### config.mk
export PLATFORM = sky130hd
export DESIGN_NAME = result_stream_reader
export DESIGN_NICKNAME = d
export VERILOG_FILES = /design/src/rtl/result_stream_reader_pkg.sv /design/src/rtl/result_skid_fifo.sv /design/src/rtl/result_stream_reader.sv
export SDC_FILE = /design/constraint.sdc
export NUM_CORES = 1
export LEC_CHECK = 0
export BUFFER_PORTS_ARGS = -buffer_cell sky130_fd_sc_hd__buf_2
export CAP_MARGIN = 20
export CORE_MARGIN = 3
export CORE_UTILIZATION = 43
export DETAILED_ROUTE_END_ITERATION = 10
export PLACE_DENSITY = 0.66
export SYNTH_ARGS = -nofsm -noshare
export SYNTH_HDL_FRONTEND = slang
export SYNTH_SLANG_ARGS = --single-unit
export TNS_END_PERCENT = 100
### constraint.sdc
create_clock -name clk -period 4.95 [get_ports clk]
set_input_delay 0.2475 -clock clk [delete_from_list [all_inputs] [get_ports clk]]
set_output_delay 0.2475 -clock clk [all_outputs]
set_load 0.005 [all_outputs]
### src/rtl/result_stream_reader_pkg.sv
// Shared defaults and reader FSM state encoding for the result BRAM drain engine.
package result_stream_reader_pkg;

  localparam int PE_COUNT_DEF   = 4;
  localparam int DATA_WIDTH_DEF = 32;
  localparam int BRAM_DEPTH_DEF = 1024;

  typedef enum logic [1:0] {
    RD_IDLE  = 2'd0,
    RD_RUN   = 2'd1,
    RD_DRAIN = 2'd2,
    RD_DONE  = 2'd3
  } rd_state_e;

endpackage

### src/rtl/result_skid_fifo.sv
// Two-entry FIFO holding BRAM read data plus its last-row tag; head drives the stream.
module result_skid_fifo #(
  parameter int W = 129
) (
  input  logic         clk,
  input  logic         rstn,
  input  logic         push_i,
  input  logic [W-1:0] din_i,
  input  logic         pop_i,
  output logic [1:0]   count_o,
  output logic [W-1:0] head_o
);

  logic [W-1:0] mem_q [2];
  logic         wr_q;
  logic         rd_q;
  logic [1:0]   count_q;

  always_ff @(posedge clk or negedge rstn) begin
    if (!rstn) begin
      mem_q[0] <= '0;
      mem_q[1] <= '0;
      wr_q     <= 1'b0;
      rd_q     <= 1'b0;
      count_q  <= 2'd0;
    end else begin
      if (push_i) begin
        mem_q[wr_q] <= din_i;
        wr_q        <= ~wr_q;
      end
      if (pop_i) begin
        rd_q <= ~rd_q;
      end
      // Simultaneous push and pop leaves occupancy unchanged.
      count_q <= count_q + {1'b0, push_i} - {1'b0, pop_i};
    end
  end

  assign count_o = count_q;
  assign head_o  = mem_q[rd_q];

endmodule

### src/rtl/result_stream_reader.sv
// Drains a contiguous range of result BRAM rows onto an AXI4-Stream master, one row per beat.
module result_stream_reader
  import result_stream_reader_pkg::*;
#(
  parameter int PE_COUNT   = PE_COUNT_DEF,
  parameter int DATA_WIDTH = DATA_WIDTH_DEF,
  parameter int BRAM_DEPTH = BRAM_DEPTH_DEF,
  parameter int ADDR_WIDTH = $clog2(BRAM_DEPTH),
  parameter int BEAT_WIDTH = PE_COUNT * DATA_WIDTH
) (
  input  logic                  clk,
  input  logic                  rstn,
  input  logic                  start,
  input  logic [ADDR_WIDTH-1:0] base_addr,
  input  logic [ADDR_WIDTH:0]   length,
  output logic                  busy,
  output logic                  done,
  output logic                  bram_r_en,
  output logic [ADDR_WIDTH-1:0] bram_r_addr,
  input  logic [BEAT_WIDTH-1:0] bram_r_rdata,
  output logic [BEAT_WIDTH-1:0] m_axis_tdata,
  output logic                  m_axis_tvalid,
  input  logic                  m_axis_tready,
  output logic                  m_axis_tlast
);

  localparam logic [ADDR_WIDTH:0]   LEN_ONE  = 1;
  localparam logic [ADDR_WIDTH:0]   LEN_ZERO = '0;
  localparam logic [ADDR_WIDTH-1:0] ADDR_ONE = 1;
  localparam logic [ADDR_WIDTH-1:0] ADDR_MAX = ADDR_WIDTH'(BRAM_DEPTH - 1);

  rd_state_e             state_q, state_d;
  logic [ADDR_WIDTH:0]   len_q, len_d;
  logic [ADDR_WIDTH:0]   issued_q, issued_d;
  logic [ADDR_WIDTH-1:0] rd_ptr_q, rd_ptr_d;
  logic [ADDR_WIDTH-1:0] addr_q, addr_d;
  logic                  inflight_q;
  logic                  inflight_last_q;

  logic [1:0]            fifo_count;
  logic [BEAT_WIDTH:0]   fifo_head;
  logic [2:0]            occ;
  logic                  pop;
  logic                  issue;
  logic                  issue_last;

  assign m_axis_tvalid = (fifo_count != 2'd0);
  assign m_axis_tdata  = fifo_head[BEAT_WIDTH-1:0];
  assign m_axis_tlast  = m_axis_tvalid & fifo_head[BEAT_WIDTH];
  assign pop           = m_axis_tvalid & m_axis_tready;

  // Occupancy the FIFO will have after this edge, counting the read already in flight.
  assign occ        = {1'b0, fifo_count} + {2'b00, inflight_q} - {2'b00, pop};
  assign issue      = (state_q == RD_RUN) && (occ < 3'd2);
  assign issue_last = issue && (issued_q == (len_q - LEN_ONE));

  assign bram_r_en   = issue;
  assign bram_r_addr = issue ? rd_ptr_q : addr_q;
  assign busy        = (state_q != RD_IDLE);
  assign done        = (state_q == RD_DONE);

  always_comb begin
    state_d  = state_q;
    len_d    = len_q;
    issued_d = issued_q;
    rd_ptr_d = rd_ptr_q;
    addr_d   = addr_q;
    case (state_q)
      RD_IDLE: begin
        if (start) begin
          len_d    = length;
          rd_ptr_d = base_addr;
          issued_d = '0;
          state_d  = (length == LEN_ZERO) ? RD_DONE : RD_RUN;
        end
      end
      RD_RUN: begin
        if (issue) begin
          issued_d = issued_q + LEN_ONE;
          addr_d   = rd_ptr_q;
          rd_ptr_d = (rd_ptr_q == ADDR_MAX) ? '0 : (rd_ptr_q + ADDR_ONE);
          if (issue_last) begin
            state_d = RD_DRAIN;
          end
        end
      end
      RD_DRAIN: begin
        if (pop && fifo_head[BEAT_WIDTH]) begin
          state_d = RD_DONE;
        end
      end
      RD_DONE: state_d = RD_IDLE;
      default: state_d = RD_IDLE;
    endcase
  end

  always_ff @(posedge clk or negedge rstn) begin
    if (!rstn) begin
      state_q         <= RD_IDLE;
      len_q           <= '0;
      issued_q        <= '0;
      rd_ptr_q        <= '0;
      addr_q          <= '0;
      inflight_q      <= 1'b0;
      inflight_last_q <= 1'b0;
    end else begin
      state_q         <= state_d;
      len_q           <= len_d;
      issued_q        <= issued_d;
      rd_ptr_q        <= rd_ptr_d;
      addr_q          <= addr_d;
      inflight_q      <= issue;
      inflight_last_q <= issue_last;
    end
  end

  result_skid_fifo #(
    .W(BEAT_WIDTH + 1)
  ) u_fifo (
    .clk    (clk),
    .rstn   (rstn),
    .push_i (inflight_q),
    .din_i  ({inflight_last_q, bram_r_rdata}),
    .pop_i  (pop),
    .count_o(fifo_count),
    .head_o (fifo_head)
  );

endmodule

Word level (Yosys, flattened, before mapping)
Index checks and enable logic that the tools add are counted.
Storage, ports and cells
  register bits: 308
  bits in latches: 0
  memory bits (writable): 0
  ROM bits: 0
  input bits: 153
  output and inout bits: 143
  memories kept: 0
Cells by class
  add/sub/neg operators: 7
  multipliers: 0
  div/mod/pow operators: 0
  magnitude comparators: 4
  equality and inequality tests: 9
  shifts and indexed selects: 0
  mux-type cells: 20
  bitwise gates (word level): 6
  reduce and logical (&&, ||, !) cells: 12
Operators with widths (count)
  $mux 129: 4
  $bwmux 258: 1
  $demux 129 s1: 1
  $mux 10: 4
  $mux 11: 2
  $pmux 11 s2: 1
  $pmux 10 s2: 1
  $add 11x1->11 const B: 1
  $eq 11x11->1: 1
  $logic_not 11->1: 1
  $sub 11x1->11 const B: 1
  $add 10x1->10 const B: 1
  $eq 10x10->1 const B: 1
  $mux 2: 5
  $ne 2x2->1 const B: 4
  $pmux 2 s4: 1
  $reduce_bool 2->1: 3
  $eq 2x2->1 const B: 2
  $ge 2x2->1 const B: 2
  $logic_and 1x1->1: 4
  $not 1->2: 2
  $reduce_and 4->1: 1
  $add 2x1->3: 1
  $lt 3x2->1 const B: 1
  10 further kinds: 12

Logic depth before layout (Yosys ltp)
Gate-level depths: netlist of run 1.
  word-level depth: 9
  depth in mapped cells: 14
  depth with buffers taken out: 13

By module
A second synthesis of run 1 with hierarchy kept.
Second synthesis, totals
  cell total of the unflattened synthesis: 968
  area total of the unflattened synthesis: 14495.2 um^2
Modules (own cells, without submodules)
  result_skid_fifo: times used 1, cells an instance 701, area an instance 11762.5 um^2, sequential area each 6556.3 um^2
  result_stream_reader: times used 1, cells an instance 267, area an instance 2732.6 um^2, sequential area each 1151.1 um^2

Least setup slack after synthesis of run 1
Ideal clock, no wire load.
  path kind: register -> register
  from: register u_fifo.count_q[1], in the netlist u_fifo.count_o[1]
  to: register state_q[0]
  arrival: 3.397 ns
  required time: 4.813 ns
  path slack: 1.416 ns
  cell stages (with the launch flop): 14
  path buffers: 1
  clock period less this slack: 3.534 ns
  cell sequence: dfrtp_1 or2_2 nand2_1 inv_1 ha_1 inv_1 ha_1 fa_1 or3_1 clkbuf_1 or4_1 a21o_1 o41ai_2 a22oi_1
Between the ends
  cells in the longest elaborated chain, start to end: 8
RTL lines
  start: declaration: RTL line result_skid_fifo.sv:17  | logic [1:0] count_q;
  start signal: assignment: RTL line result_skid_fifo.sv:35  | count_q <= count_q + {1'b0, push_i} - {1'b0, pop_i};
  $reduce_bool 2->1 (*): RTL line result_stream_reader.sv:47  | assign m_axis_tvalid = (fifo_count != 2'd0);
  net m_axis_tvalid: RTL line result_stream_reader.sv:22  | output logic m_axis_tvalid,
  $and 1x1->1 (*): RTL line result_stream_reader.sv:50  | assign pop = m_axis_tvalid & m_axis_tready;
  net pop: RTL line result_stream_reader.sv:43  | logic pop;
  $sub 3x1->3 (*): RTL line result_stream_reader.sv:53  | assign occ = {1'b0, fifo_count} + {2'b00, inflight_q} - {2'b00, pop};
  net occ[1]: RTL line result_stream_reader.sv:42  | logic [2:0] occ;
  $lt 3x2->1 (*): RTL line result_stream_reader.sv:54  | assign issue = (state_q == RD_RUN) && (occ < 3'd2);
  $logic_and 1x1->1 (*): RTL line result_stream_reader.sv:54
  $logic_and 1x1->1: RTL line result_stream_reader.sv:55  | assign issue_last = issue && (issued_q == (len_q - LEN_ONE));
  $ne 2x2->1 (no source line)
  $reduce_and 4->1 (no source line) (*)
  end signal: assignment: RTL line result_stream_reader.sv:107  | state_q <= state_d;
  end: declaration: RTL line result_stream_reader.sv:32  | rd_state_e state_q, state_d;
Mark *: on every way through the listed nets, which the timed path passes. The rest lies on a longest branch.
A chain may end at the register's enable or synchronous reset.

Final worst setup path of run 1
  from: register u_fifo.count_q[1], in the netlist u_fifo.count_o[1]
  to: register state_q[1]
Between the ends
  cells in the longest elaborated chain, start to end: 8
RTL lines (RTL line)
  $reduce_bool 2->1 (*): result_stream_reader.sv:47
  $and 1x1->1 (*): result_stream_reader.sv:50
  net pop: result_stream_reader.sv:43
  $sub 3x1->3 (*): result_stream_reader.sv:53
  net occ[1]: result_stream_reader.sv:42
  $lt 3x2->1 (*): result_stream_reader.sv:54
  $logic_and 1x1->1 (*): result_stream_reader.sv:54
  $logic_and 1x1->1: result_stream_reader.sv:55
  $ne 2x2->1 (no source line)
  $reduce_and 4->1 (no source line) (*)
Marks and branches as above.

==> results.json, run 1 <==
{
  "synth.area.top_cells": "dfrtp_1, mux2_2, nand2_1, clkbuf_1, xor2_1",
  "pre_cts_ws_ns": 1.06,
  "finalClockSkew_ns": 0.00593,
  "cp_max_fo": 15,
  "viasPerCell": 5.14,
  "ys_types": 52,
  "syn-mean-instance-area_um2": 14.0,
  "syn-instance-count": 983,
  "setup_viol": 0,
  "required_ns": 5.31,
  "antenna_found_initial": 1,
  "vdd_ir_drop_max_mv": 0.347,
  "cts_sinks": 308,
  "fmaxAchievable_mhz": 256,
  "crit_path_max_incr_delay_ns": 0.61,
  "via_count": 9401,
  "die_w_um": 185,
  "ant_nets": 0,
  "maxSlewHeadroom_pct": 36.3,
  "fillers": 2518,
  "syn-num-nets": 1147,
  "status": "finished clean",
  "finalCritPeriodShare_pct": 78.8,
  "fin_setup_tns_ns": 0,
  "drive_gt1_share_pct": 52.9,
  "worstMarginPinSlew_ns": 0.956,
  "rsz0062_at_grt": "false",
  "grt_max_degree": 121,
  "syn_area_um2": 13800,
  "finalHoldViolations": 0,
  "grt.total_usage_pct": 19.0,
  "path_clk_slew_ns": 0.05,
  "core_area_um2": 31100,
  "synth_seq_cells": 308,
  "worstSetupPathType": "flip-flop to flip-flop",
  "arrival_ns": 4.26,
  "p_leak_nw": 8.44,
  "synthMostInstantiatedCell": "mux2_2",
  "io_pins": 296,
  "placementRows": 64,
  "cp_slowest_cell": "or3_1",
  "min_period_ns": 3.90,
  "areaGrowthSynthToFinish_pct": 31.5,
  "endpoint_kind": "flip-flop",
  "synth_edf_count": 0,
  "clock_path_buffers": 3,
  "synth_area_leader_cell": "dfrtp_1",
  "hold_path_class": "input port to flip-flop",
  "die_area_um2": 34300,
  "path_cells": "or2_2 > nand2_1 > inv_1 > ha_1 > inv_1 > ha_1 > fa_1 > or3_1 > or4_1 > a21o_1 > o41ai_2 > a31oi_1",
  "start_util_pct": 44.3,
  "post-route-drc-count": 0,
  "place.port_buffers": 295,
  "post-cts-setup-buffers": 0,
  "die_y_um": 185,
  "synthTopCellsByCount": "mux2_2, dfrtp_1, nand2_1, clkbuf_1, nor2_1",
  "slew_viol_final": 0,
  "post-route-util_pct": 58.3,
  "grt_overflow": 0,
  "seq_area_frac_synth_pct": 55.8,
  "hold_slack_ns": 0.0298,
  "start_kind": "flip-flop",
  "grt_pass1_vias": 10200,
  "htree_levels": 2,
  "gp_congestion": 0.822,
  "firstDrtPassIters": 4,
  "fin_ws_ns": 1.05,
  "cts_repair_resize_count": 0,
  "detail_route.iter0.violations": 350,
  "p_per_area_nw_per_um2": 636,
  "num-nets-final": 1575,
  "numCtsBuffers": 35,
  "clk_latency_ns": 0.49,
  "cts_tree": "built",
  "async_reset_ff_share_pct": 100,
  "wl_per_cell_um": 17.9,
  "grt_pass1_wl_um": 52900,
  "maxCapViolCount": 0,
  "synth_flop_cell": "dfrtp_1",
  "place_hpwl_um": 21000,
  "ys_warn_count": 0,
  "yosysTopAreaCellShare_pct": 55.8,
  "cts-root-buf": "clkbuf_16",
  "drt_wl_total_um": 32800,
  "cts.hold.buffers_added": 139
}
==> power by group <==
part | total (W) | leakage [nW] | internal (W) | switching, W
logic | 0.00469 | 4.21 | 0.00274 | 0.00195
registers | 0.00447 | 3.72 | 0.00373 | 0.000743
clock network | 0.00238 | 0.512 | 0.00142 | 0.000958
total | 0.0115 | 8.44 | 0.00789 | 0.00365
==> state kept, by name (all words and copies together) (netlist names) <==
register         flops
rd_ptr_q            10
issued_q            11
inflight_last_q      1
u_fifo.count_o       2
u_fifo.mem_q       258
state_q              2
addr_q              10
len_q               11
inflight_q           1
u_fifo.rd_q          1
u_fifo.wr_q          1
==> path summary, 6_finish.rpt <==
path	startpoint	end	slack [ns]	cells past startpoint
setup reg to reg	u_fifo.count_o[1]	state_q[1]	1.05	12
min in group asynchronous	rstn	len_q[4]	0.35	2
hold / removal	length[6]	len_q[6]	0.03	2
setup / recovery	u_fifo.count_o[1]	state_q[1]	1.05	12
hold reg to reg	addr_q[4]	addr_q[4]	0.47	2
max in group asynchronous	rstn	u_fifo.mem_q[103]	3.44	3
==> area by class of cell <==
cell class,instances,area [um2],share of cell area (%)
Antenna cell,1,2.50,0.0138
Clock buffer,54,1030,5.67
Clock inverter,3,15.0,0.0827
Inverter,14,55.1,0.303
Multi-Input combinational cell,610,5860,32.3
Sequential cell,308,7710,42.5
Tap cell,396,495,2.73
Timing Repair Buffer,442,2980,16.4
==> per-layer routing <==
metal / wire [um] / track usage, % / up-vias
met1: 13900 / 23.8 / 4720
met3: 2000 / 4.42 / 51
li1: - / - / 4388
met5: 0 / 0 / -
met2: 16000 / 32.8 / 242
met4: 844 / 5.76 / 0
==> logic make-up (layout without fill, tap and decap cells) <==
group                    count (synthesis)  count (layout)  synth area share, %
AO/OA/AOI/OAI                           56              56                 2.79
XOR/XNOR                                25              25                 1.59
adder cells (fa/ha/maj)                 11              11                 1.05
buffers and inverters                   65             513                 1.84
flip-flops                             308             308                 55.8
multiplexers                           399             399                 32.5
other                                    0               1                    0
AND/OR/NAND/NOR                        119             119                 4.37
==> critical path, delay by kind of cell (launching register included) <==
family | cells | cell delay [ns]
fa+ha+maj | 3 | 0.93
compound gates | 3 | 0.72
flops | 1 | 0.39
buf+inv | 2 | 0.10
simple gates | 4 | 1.63
==> placed cells by master, fill, tap and decap left out, types with 2 or more instances in the layout <==
master / instances
a32o_1: 2
o21ai_0: 15
dlygate4sd3_1: 139
dfrtp_1: 307
buf_4: 5
o22ai_1: 3
ha_1: 10
clkinv_2: 3
nand4_1: 9
a21oi_1: 10
a22oi_1: 3
clkbuf_8: 4
a22o_1: 3
or3_1: 4
and3_1: 13
clkbuf_16: 37
xor2_1: 15
buf_12: 3
nor4b_1: 2
xnor2_1: 10
inv_1: 13
or4_4: 2
buf_2: 294
nand2b_1: 4
a31oi_1: 3
nor2_1: 19
clkbuf_1: 13
nand2_1: 45
or4_1: 2
mux2_2: 397
nor4_1: 5
mux2i_1: 2
nand3_1: 5
o31ai_1: 3
==> stage by stage <==
step / instances / area [um2] / total power, W
floorplan: 983 / 13800 / 0.00738
finish: 1828 / 18100 / 0.0115
CTS: 1827 / 18100 / 0.0117
global placement: 1631 / 15700 / 0.00900
detailed placement: 1631 / 15700 / 0.00913
global route: 1828 / 18100 / 0.0123
Note: power is estimated with default switching activity, not from simulation.
==> run 2: changes to the inputs <==
- clock period: 4.95 -> 3.6 ns (I/O delays scaled with it)
==> run 2 against run 1 <==
Net effect:
- combinational power rose by 42%
- fmax rose by 12%
- sequential cell count did not move
- clock power rose by 50%
- via count rose by 1.0%
- worst hold slack improved by 0.0022 ns
- worst setup slack got worse by 0.93 ns
- core utilization rose by 1.1 points
- first-iteration DRC count fell by 4.3%
- sequential share of layout area fell by 0.82 points
- global-route usage barely moved
- largest cell class unchanged
==> results.json, run 2 (synthesis results as in run 1) <==
{
  "status": "finished clean",
  "start_kind": "flip-flop",
  "fillers": 2459,
  "largest_reg_flops": 258,
  "vdd_ir_drop_max_mv": 0.413,
  "min_period_ns": 3.48,
  "num-nets-final": 1593,
  "crit_path_max_incr_delay_ns": 0.54,
  "required_ns": 4.00,
  "n_antenna_cell": 0,
  "grt_overflow": 0,
  "final_common_cell": "mux2_2",
  "detail_route.iter0.violations": 335,
  "clk_latency_ns": 0.50,
  "grt_max_degree": 104,
  "seqCellArea_um2": 7710,
  "grt_pass1_wl_um": 53000,
  "path_clk_slew_ns": 0.06,
  "place_hpwl_um": 21500,
  "finalCritPeriodShare_pct": 96.8,
  "cts-root-buf": "clkbuf_16",
  "gp_congestion": 0.821,
  "cp_max_fo": 4,
  "multi_input_area_um2": 5900,
  "ant_nets": 0,
  "wl_per_cell_um": 17.9,
  "grt.total_usage_pct": 19.0,
  "worstSetupPathType": "flip-flop to flip-flop",
  "finalHoldViolations": 0,
  "hold_path_class": "input port to flip-flop",
  "maxCapViolCount": 0,
  "die_w_um": 185,
  "io_pins": 296,
  "setup_viol": 0,
  "numCtsBuffers": 35,
  "drt_wl_total_um": 33100,
  "hold_slack_ns": 0.0320,
  "p_leak_nw": 8.61,
  "worstMarginPinSlew_ns": 0.867,
  "core_area_um2": 31100,
  "slew_viol_final": 0,
  "cts_sinks": 308,
  "fmaxAchievable_mhz": 287,
  "place.port_buffers": 295,
  "start_util_pct": 44.3,
  "cp_slowest_cell": "or4_4",
  "viasPerCell": 5.14,
  "reg_top3": "u_fifo.mem_q (258), issued_q (11), len_q (11)",
  "post-route-drc-count": 0,
  "largest-register": "u_fifo.mem_q",
  "grt_pass1_vias": 10200,
  "p_per_area_nw_per_um2": 882,
  "htree_levels": 2,
  "areaGrowthSynthToFinish_pct": 34.1,
  "clock_path_buffers": 3,
  "maxSlewHeadroom_pct": 42.2,
  "cts_tree": "built",
  "finalClockSkew_ns": 0.0119,
  "firstDrtPassIters": 5,
  "placementRows": 64,
  "place_area_um2": 15800,
  "antenna_found_initial": 1,
  "drive_gt1_share_pct": 54.0,
  "endpoint_kind": "flip-flop",
  "mostFrequentLayoutCells": "mux2_2, dfrtp_1, buf_2",
  "arrival_ns": 3.88,
  "via_count": 9499,
  "die_area_um2": 34300,
  "path_cells": "or2_4 > nand2_2 > inv_1 > ha_1 > inv_1 > ha_1 > fa_2 > or3_4 > or4_4 > nand4bb_1 > or3_1 > a22oi_1",
  "stdcell_area_um2": 18500,
  "die_y_um": 185
}
==> run 2: changes by cell type in the layout (fill, tap and decap cells not counted), moves of 2 or more <==
cell           delta
buf_12            +2
buf_4             +7
clkbuf_1          -6
clkbuf_8         +10
clkinvlp_4        +2
dlygate4sd3_1     +7
==> run 2: metrics by stage <==
step                      cells  setup TNS [ns]  total power, W  util, %  setup slack (ns)
after floorplan             983               0          0.0101        -            0.0658
after global placement     1638               0          0.0124     50.7             0.109
after detailed placement   1638               0          0.0126     50.7            0.0247
after CTS                  1846               0          0.0164     59.2           0.00310
after global routing       1849         -0.0122          0.0174     59.4           -0.0122
final                      1849               0          0.0163     59.4             0.116
==> run 2: critical path: cells and delay by family (launching register included) <==
kind / cells / cell delay [ns]
adder cells (fa/ha/maj): 3 / 0.94
buffers and inverters: 2 / 0.08
AO/OA/AOI/OAI: 1 / 0.16
AND/OR/NAND/NOR: 6 / 1.84
flip-flops: 1 / 0.37
==> run 2: cell type report <==
cell class / count / area share [%]
flip-flops and latches: 308 / 41.7
repair buffers: 459 / 17.0
clock buffers: 58 / 6.19
inverters: 14 / 0.318
well taps: 396 / 2.68
clock inverters: 3 / 0.216
repair inverters: 1 / 0.0406
multi-input cells: 610 / 31.9
==> run 2: repair_timing <==
item / 4_1_cts / 5_1_grt
hold endpoints to repair: 372 / 0
pin swaps: 0 / 6
gates resized for setup: 1 / 9
setup buffers: 1 / 2
hold buffers: 146 / 0
endpoints found under the setup margin: 10 / 12
gates cloned: 0 / 1
==> run 2: worst paths after layout <==
check	depth (start not counted)	endpoint	slack, ns	from
min in group asynchronous	2	len_q[4]	0.31	rstn
hold / removal	3	rd_ptr_q[2]	0.03	base_addr[2]
hold reg to reg	2	addr_q[4]	0.47	addr_q[4]
max in group asynchronous	3	u_fifo.mem_q[34]	2.34	rstn
setup / recovery	12	state_q[0]	0.12	u_fifo.count_o[0]
setup reg to reg	12	state_q[0]	0.12	u_fifo.count_o[0]
==> run 2: report_power, final <==
group | switching, W | internal (W)
logic | 0.00280 | 0.00387
clock network | 0.00134 | 0.00223
registers | 0.000939 | 0.00513
total | 0.00509 | 0.0112
==> run 2: layer usage <==
metal	global-route usage, %	up-vias	wire [um]
met2	32.8	252	16300
met5	0	-	13
met4	5.55	2	851
met1	24.2	4750	14100
met3	3.97	61	1800
li1	-	4434	-
